<file path="config.mk">
export PLATFORM = sky130hd
export DESIGN_NAME = hanning_remove
export DESIGN_NICKNAME = d
export VERILOG_FILES = /design/src/rtl/hanning_remove.sv
export SDC_FILE = /design/constraint.sdc
export NUM_CORES = 1
export LEC_CHECK = 0
export BUFFER_PORTS_ARGS = -buffer_cell sky130_fd_sc_hd__buf_2
export CORE_AREA = 2 2 127 129
export CTS_CLUSTER_DIAMETER = 30
export DETAILED_ROUTE_END_ITERATION = 6
export DIE_AREA = 0 0 129 131
export HOLD_SLACK_MARGIN = 0.05
export PLACE_DENSITY = 0.72
export SKIP_LAST_GASP = 1
export SLEW_MARGIN = 15
export SYNTH_ARGS = -nofsm -noshare
export SYNTH_HDL_FRONTEND = slang
export SYNTH_SLANG_ARGS = --single-unit
</file>
<file path="constraint.sdc">
create_clock -name clk -period 3.45 [get_ports clk]
set_input_delay 0.69 -clock clk [delete_from_list [all_inputs] [get_ports clk]]
set_output_delay 0.69 -clock clk [all_outputs]
set_load 0.005 [all_outputs]
</file>
<file path="src/rtl/hanning_remove.sv">
// Inverse sine-window stage: divides each windowed sample by the 128-point
// Q1.14 window coefficient using a one-bit-per-clock restoring divider.
module hanning_remove #(
  parameter int data_width = 32
) (
  input  logic                  clk,
  input  logic                  rst_n,
  input  logic                  start,
  input  logic [6:0]            index,
  input  logic [data_width-1:0] data_in,
  output logic [data_width-1:0] data_out,
  output logic                  ready,
  output logic                  busy,
  output logic                  sat
);

  localparam int QW = data_width + 14;
  localparam int CW = $clog2(QW);
  localparam logic [CW-1:0] LAST = CW'(QW - 1);
  localparam logic [data_width-1:0] MAX_POS = {1'b0, {(data_width-1){1'b1}}};

  typedef enum logic [1:0] {IDLE, DIV, DONE} state_t;

  state_t          state;
  logic            sign;
  logic [14:0]     divisor;
  logic [14:0]     rem;
  logic [QW-1:0]   dq;      // dividend shifts out the top, quotient shifts in the bottom
  logic [CW-1:0]   count;

  logic [data_width-1:0] mag;
  logic [15:0]           trial;
  logic                  take;
  logic [14:0]           next_rem;
  logic                  overflow;
  logic [data_width-1:0] mag_res;

  // Coefficients for 0..64; the upper half of the window mirrors the lower.
  function automatic logic [14:0] coef(input logic [6:0] idx);
    logic [6:0] k;
    k = (idx > 7'd64) ? 7'd0 - idx : idx;
    case (k)
      7'd1:  coef = 15'd402;   7'd2:  coef = 15'd803;   7'd3:  coef = 15'd1205;  7'd4:  coef = 15'd1605;
      7'd5:  coef = 15'd2005;  7'd6:  coef = 15'd2404;  7'd7:  coef = 15'd2801;  7'd8:  coef = 15'd3196;
      7'd9:  coef = 15'd3589;  7'd10: coef = 15'd3980;  7'd11: coef = 15'd4369;  7'd12: coef = 15'd4756;
      7'd13: coef = 15'd5139;  7'd14: coef = 15'd5519;  7'd15: coef = 15'd5896;  7'd16: coef = 15'd6269;
      7'd17: coef = 15'd6639;  7'd18: coef = 15'd7005;  7'd19: coef = 15'd7366;  7'd20: coef = 15'd7723;
      7'd21: coef = 15'd8075;  7'd22: coef = 15'd8423;  7'd23: coef = 15'd8765;  7'd24: coef = 15'd9102;
      7'd25: coef = 15'd9434;  7'd26: coef = 15'd9759;  7'd27: coef = 15'd10079; 7'd28: coef = 15'd10393;
      7'd29: coef = 15'd10701; 7'd30: coef = 15'd11002; 7'd31: coef = 15'd11297; 7'd32: coef = 15'd11585;
      7'd33: coef = 15'd11866; 7'd34: coef = 15'd12139; 7'd35: coef = 15'd12406; 7'd36: coef = 15'd12665;
      7'd37: coef = 15'd12916; 7'd38: coef = 15'd13159; 7'd39: coef = 15'd13395; 7'd40: coef = 15'd13622;
      7'd41: coef = 15'd13842; 7'd42: coef = 15'd14053; 7'd43: coef = 15'd14255; 7'd44: coef = 15'd14449;
      7'd45: coef = 15'd14634; 7'd46: coef = 15'd14810; 7'd47: coef = 15'd14978; 7'd48: coef = 15'd15136;
      7'd49: coef = 15'd15286; 7'd50: coef = 15'd15426; 7'd51: coef = 15'd15557; 7'd52: coef = 15'd15678;
      7'd53: coef = 15'd15790; 7'd54: coef = 15'd15892; 7'd55: coef = 15'd15985; 7'd56: coef = 15'd16069;
      7'd57: coef = 15'd16142; 7'd58: coef = 15'd16206; 7'd59: coef = 15'd16260; 7'd60: coef = 15'd16305;
      7'd61: coef = 15'd16339; 7'd62: coef = 15'd16364; 7'd63: coef = 15'd16379; 7'd64: coef = 15'd16384;
      default: coef = 15'd0;
    endcase
  endfunction

  // NOTE: every always_comb output gets an unconditional assignment first so no path can infer a latch.
  always_comb begin
    mag      = data_in[data_width-1] ? (~data_in + 1'b1) : data_in;
    trial    = {rem, dq[QW-1]};
    take     = (trial >= {1'b0, divisor});
    next_rem = take ? 15'(trial - {1'b0, divisor}) : trial[14:0];
    overflow = |dq[QW-1:data_width-1];
    mag_res  = overflow ? MAX_POS : dq[data_width-1:0];
  end

  // NOTE: reset is synchronous here to match the surrounding frame path; it still clears every register.
  // NOTE: state registers use non-blocking assignments so all updates land together at the edge.
  always_ff @(posedge clk) begin
    if (!rst_n) begin
      state    <= IDLE;
      sign     <= 1'b0;
      divisor  <= '0;
      rem      <= '0;
      dq       <= '0;
      count    <= '0;
      data_out <= '0;
      ready    <= 1'b0;
      busy     <= 1'b0;
      sat      <= 1'b0;
    end else begin
      case (state)
        IDLE: begin
          ready <= 1'b0;
          if (start) begin
            sign    <= data_in[data_width-1];
            divisor <= coef(index);
            dq      <= {mag, 14'b0};
            rem     <= '0;
            count   <= '0;
            busy    <= 1'b1;
            state   <= DIV;
          end
        end
        DIV: begin
          rem   <= next_rem;
          dq    <= {dq[QW-2:0], take};
          count <= count + CW'(1);
          if (count == LAST) state <= DONE;
        end
        DONE: begin
          busy  <= 1'b0;
          ready <= 1'b1;
          if (divisor == 15'd0) begin
            data_out <= '0;
            sat      <= 1'b1;
          end else begin
            data_out <= sign ? (~mag_res + 1'b1) : mag_res;
            sat      <= overflow;
          end
          state <= IDLE;
        end
        default: state <= IDLE;
      endcase
    end
  end

endmodule

</file>
==> results of run 1 <==
[power by group]
part	switching, mW	internal, mW	leakage [nW]	total [mW]
registers	0.126	1.51	0.976	1.64
clock network	0.656	0.977	0.254	1.63
logic	1.40	1.11	2.50	2.51
total	2.18	3.60	3.73	5.78
[critical path, cell delays in order (launching register included)]
cell and delay [ns]:
dfxtp_1 0.32, nor4_1 0.30, nand4_1 0.29, nor2_1 0.23
ha_1 0.18, nor3b_1 0.26, nand3_1 0.20, or4_1 0.57
nor2_1 0.16, mux2i_1 0.20, o22ai_1 0.10, a22o_1 0.22
[placed cells by master (no fill, tap or decap), drive strengths merged, types with 23 or more instances in the layout]
cell type  instances
a21oi             72
a22o              25
a22oi             32
buf              114
dfxtp            120
ha                27
inv               35
mux2i             28
nand2            114
nand3             23
nor2              82
nor3              38
o21ai             81
xnor2             35
[metal layers]
layer,track usage,wire length (microns)
met5,0,0
met1,0.3850,10720
met2,0.4208,10180
met3,0.04642,1613
met4,0.1068,590
[synthesized netlist by cell type, drive strengths merged, types with 5 or more instances]
| library cell | n | area share |
|---|---|---|
| o31ai | 22 | 0.020 |
| a22oi | 32 | 0.029 |
| a22o | 25 | 0.027 |
| buf | 8 | 0.0038 |
| inv | 34 | 0.016 |
| a31oi | 12 | 0.0092 |
| a21o | 7 | 0.0064 |
| nand2b | 9 | 0.0069 |
| o211ai | 10 | 0.0092 |
| dfxtp | 120 | 0.29 |
| o21ai | 81 | 0.050 |
| mux2i | 28 | 0.034 |
| or4 | 8 | 0.0078 |
| nor4 | 19 | 0.016 |
| a221oi | 6 | 0.0064 |
| a21oi | 72 | 0.044 |
| a32o | 5 | 0.0061 |
| o21a | 5 | 0.0046 |
| nor3 | 38 | 0.024 |
| or2 | 6 | 0.0046 |
| and2 | 6 | 0.0046 |
| nand2 | 114 | 0.052 |
| o22ai | 22 | 0.017 |
| o41ai | 7 | 0.0075 |
| nor2 | 82 | 0.038 |
| ha | 27 | 0.041 |
| xor2 | 16 | 0.017 |
| nand3 | 23 | 0.014 |
| xnor2 | 35 | 0.037 |
| nor2b | 20 | 0.015 |
| o311ai | 6 | 0.0064 |
| or3 | 16 | 0.013 |
| a211oi | 12 | 0.011 |
| clkbuf | 68 | 0.031 |
| nand4 | 11 | 0.0084 |
[cell families (layout without fill, tap and decap cells)]
group / count (synthesis) / in the layout
AO/OA/AOI/OAI: 361 / 361
XOR/XNOR: 51 / 51
adder cells (fa/ha/maj): 29 / 29
buffers and inverters: 111 / 179
flip-flops: 120 / 120
multiplexers: 31 / 31
AND/OR/NAND/NOR: 371 / 371
[cell type report]
cell class | instances | area share
multi-input combinational | 843 | 0.5719
sequential | 120 | 0.2560
timing repair buffer | 114 | 0.07227
clock buffer | 18 | 0.04573
tap | 216 | 0.02880
inverter | 35 | 0.01400
clock inverter | 12 | 0.01133
[registers in the layout, summed over array words and instances, names as in the netlist]
| signal | count |
|---|---|
| dq | 46 |
| data_out | 32 |
| divisor | 15 |
| rem | 15 |
| count | 6 |
| state | 2 |
| busy | 1 |
| ready | 1 |
| sat | 1 |
| sign | 1 |
[path summary, 6_finish.rpt]
| path | startpoint | endpoint | slack [ns] | cells after the start |
|---|---|---|---|---|
| max | dq[33] | data_out[12] | 0.31 | 11 |
| min reg2reg | data_out[3] | data_out[3] | 0.44 | 2 |
| min | data_out[3] | data_out[3] | 0.44 | 2 |
| max reg2reg | dq[33] | data_out[12] | 0.31 | 11 |
[per-stage QoR]
step                cell area, sq um  instances  power (mW)  setup WS (ns)
finish                          9384       1358       5.777         0.3093
global placement                8848       1328       4.110         0.2500
detailed placement              8848       1328       4.138         0.2256
floorplan                       8177       1074       3.553         0.1114
global route                    9384       1358       6.150        0.01231
CTS                             9384       1358       5.770         0.3166
==> results.cfg, run 1 <==
[clocking]
hold_buffers = 0
cts_setup_buffers = 0
cts_htree_levels = 4
cts.clk_slew.worst_paths_ns = 0.06
cts_resized = 0
cts-root-buf = clkbuf_16
insertion_delay_ns = 0.42
tritoncts = yes
cts_made_buffers = 17
clock_path_buffers = 2
clock-sinks = 120

[pwr]
vdd_ir_drop_max_uv = 473.1
p_leak_nw = 3.726
power.density_mw_per_mm2 = 615.6

[synthesis]
synth-edff-count = 0
yosysWarnings = 0
synth_fa_ha_area_frac = 0.04499
async_flop_share = 0
synth_cell_type_count = 71
synth_top_family_by_area = compound AO/OA/AOI/OAI gates
ys_seq_area_frac = 0.2938
ys_seq_elements = 120
syn_inst = 1074
synth.area.mux_share = 0.03841
synth_compound_area_frac = 0.2936
synthSimpleGateAreaFrac = 0.2234
synthXorXnorAreaFrac = 0.05463
syn_area_sq_mm = 0.008177
syn_avg_cell_area_sq_um = 7.613
syn_nets = 1144
synth_top_flop_cell = dfxtp_1

[placement]
port_buffers = 76
hpwl_microns = 16560
place_congestion = 0.9924

[floorplanning]
initial_core_util = 0.5242
rows = 46
die_h_microns = 131
ios = 77
core-area_sq_mm = 0.01560
fp.dieW_microns = 129
dieArea_sq_mm = 0.01690

[timing]
min_period_over_period = 0.9104
tns_ns = 0
slew_viol_final = 0
setup_viol = 0
slew_headroom = 0.2389
period_needed_ns = 3.141
hold_viol = 0
rsz0062_at_grt = no
worst_slew_pin_slew_ns = 1.137
clock-skew-final_ns = 0.01125
fmax_mhz = 318.4
hold_slack_ns = 0.4432

[global_routing]
antenna_found_initial = 0
grt_max_degree = 46
grt_overflow_total = 0
grt_pass1_wl_microns = 37340
grt_pass1_vias = 7456
track_usage = 0.2740

[worst_setup_path]
cp_max_fo = 4
worstPathArrival_ns = 3.45
worstSetupEndpointType = flip-flop
startpoint_type = flip-flop
worst-setup-path-type = reg2reg
crit_required_ns = 3.76

[layout]
diodes = 0
multi_input_area_sq_mm = 0.005366
final.fill_count = 1491
num-nets-final = 1201
regArea_sq_mm = 0.002402
drive_gt1_frac = 0.1462
syn_to_final_growth_pct = 14.77
final_util = 0.6016

[detailed_routing]
drt_iter0_drc = 979
wl_microns = 23100
antenna_left = 0
vias_per_cell = 6.187
wl_per_cell_microns = 17.01
drc = 0
vias = 8402
drt_pass1_iterations = 6

[outcome]
status = finished clean

[hold_path]
hp-class = reg2reg

[job]
cap_violations = 0
Note: power is estimated with default switching activity, not from simulation.
==> inputs of run 2 (changes only) <==
--- a/config.mk
+++ b/config.mk
@@ -7,6 +7,7 @@
 export LEC_CHECK = 0
 export BUFFER_PORTS_ARGS = -buffer_cell sky130_fd_sc_hd__buf_2
 export CORE_AREA = 2 2 127 129
+export CTS_BUF_LIST = sky130_fd_sc_hd__clkbuf_4 sky130_fd_sc_hd__clkbuf_8 sky130_fd_sc_hd__clkbuf_16
 export CTS_CLUSTER_DIAMETER = 30
 export DETAILED_ROUTE_END_ITERATION = 6
 export DIE_AREA = 0 0 129 131
==> run 2 against run 1 <==
Net effect: setup slack worse by 0.0017 ns; non-clock buffer count unchanged; combinational power about the same; global-route usage unchanged; power up 0.12%; utilization about the same; sequential share of layout area about the same; flip-flop and latch count unchanged; cell count unchanged; clock power about the same; clock-buffer cell count unchanged; via count down 0.24%; critical path type unchanged; critical endpoint unchanged.
==> results.cfg, run 2 (same netlist as run 1, synthesis figures left out) <==
[detailed_routing]
drc = 0
vias = 8382
vias_per_cell = 6.172
drt_iter0_drc = 978
wl_per_cell_microns = 16.98
drt_pass1_iterations = 5
wl_microns = 23070
antenna_left = 0

[layout]
layout_common_cells = dfxtp_1, nand2_1, nor2_1, o21ai_0, buf_2
largest_reg_flops = 46
drive_gt1_frac = 0.1471
final_cells = 1358
syn_to_final_growth_pct = 14.81
reg_top3 = dq (46), data_out (32)
regMostFlops = dq
diodes = 0
num-nets-final = 1201
final_common_cell = dfxtp_1

[global_routing]
grt_max_degree = 46
grt_overflow_total = 0
antenna_found_initial = 0
grt_pass1_wl_microns = 37340
grt_pass1_vias = 7456
track_usage = 0.2740

[floorplanning]
dieArea_sq_mm = 0.01690
die_h_microns = 131
core-area_sq_mm = 0.01560
initial_core_util = 0.5242
rows = 46
ios = 77
fp.dieW_microns = 129

[clocking]
cts_htree_levels = 4
cts_setup_buffers = 0
clock-sinks = 120
cts_resized = 0
clock_path_buffers = 2
cts_made_buffers = 17
tritoncts = yes
insertion_delay_ns = 0.42
hold_buffers = 0
cts.clk_slew.worst_paths_ns = 0.06
cts-root-buf = clkbuf_16

[placement]
port_buffers = 76
place_congestion = 0.9924
hpwl_microns = 16560
place_inst = 1328

[worst_setup_path]
cp_max_fo = 4
startpoint_type = flip-flop
worstSetupEndpointType = flip-flop
reg2reg_from = dq[33]
ff2ff_path_depth = 11
worstPathArrival_ns = 3.45
rrSetupSlack_ns = 0.31
worst-setup-path-type = reg2reg
r2r-end = data_out[12]
crit_required_ns = 3.76

[pwr]
p_sw_mw = 2.181
internal_power_mw = 3.603
swShare = 0.3771
pwr-share-comb = 0.434
power.density_mw_per_mm2 = 616.1
power_mw = 5.784
vdd_ir_drop_max_uv = 472.7
pwr-share-seq = 0.283
p_leak_nw = 3.729
clockPowerShare = 0.284

[timing]
clock-skew-final_ns = 0.01054
fmax_mhz = 318.2
slew_viol_final = 0
slew_headroom = 0.2390
worst_slew_pin_slew_ns = 1.137
tns_ns = 0
min_period_over_period = 0.9108
rsz0062_at_grt = no
hold_viol = 0
setup_viol = 0
period_needed_ns = 3.142

[hold_path]
hold_path_end = data_out[3]
hp-class = reg2reg
holdPathStages = 2
hp-start = data_out[3]

[outcome]
status = finished clean

[job]
cap_violations = 0
==> run 2: area by class of cell <==
cell class                      count  area [sq um]
Fill cell                        1489          6210
Clock inverter                     12         106.4
Multi-Input combinational cell    843          5366
Inverter                           35         131.4
Clock buffer                       18         432.9
Sequential cell                   120          2402
Tap cell                          216         270.3
Timing Repair Buffer              114         678.2
==> run 2: critical path, cell delays in order (launching register included) <==
cell	delay (ns)
dfxtp_1	0.32
nor4_1	0.30
nand4_1	0.29
nor2_1	0.23
ha_1	0.18
nor3b_1	0.26
nand3_1	0.20
or4_1	0.57
nor2_1	0.16
mux2i_1	0.20
o22ai_1	0.10
a22o_1	0.22
==> run 2: power groups by stage <==
| stage | clock (mW) | combinational (mW) | sequential (mW) |
|---|---|---|---|
| 5_1_grt | 1.71 | 2.79 | 1.66 |
| 3_3_place_gp | 0 | 2.45 | 1.66 |
| 4_1_cts | 1.65 | 2.49 | 1.63 |
| 3_5_place_dp | 0 | 2.48 | 1.66 |
| 2_1_floorplan | 0 | 1.94 | 1.62 |
| 6_report | 1.64 | 2.51 | 1.64 |
==> run 2: how the worst max path moves through the flow <==
stage	from	end	slack, ns	depth (start not counted)
floorplan	dq[33]	data_out[12]	0.11	13
global placement	index[1]	divisor[5]	0.25	11
detailed placement	index[1]	divisor[5]	0.23	11
CTS	dq[33]	data_out[12]	0.32	11
global route	dq[33]	data_out[26]	0.01	11
finish	dq[33]	data_out[12]	0.31	11
==> run 2: through the flow <==
stage	setup slack (ns)	hold slack [ns]	cell area, sq um	util
2_1_floorplan	0.1114	0.4388	8177	-
3_3_place_gp	0.2500	0.4298	8848	0.5673
3_5_place_dp	0.2256	0.4382	8848	0.5673
4_1_cts	0.3168	0.4496	9388	0.6019
5_1_grt	0.01231	0.4668	9388	0.6019
6_report	0.3076	0.4432	9388	0.6019
==> run 2: metal layers <==
layer / vias up / GRT usage / wire [microns]
met2: 349 / 0.4208 / 10140
li1: 4109 / - / -
met3: 62 / 0.04642 / 1566
met4: 0 / 0.1068 / 600
met1: 3862 / 0.3850 / 10760
met5: - / 0 / 0
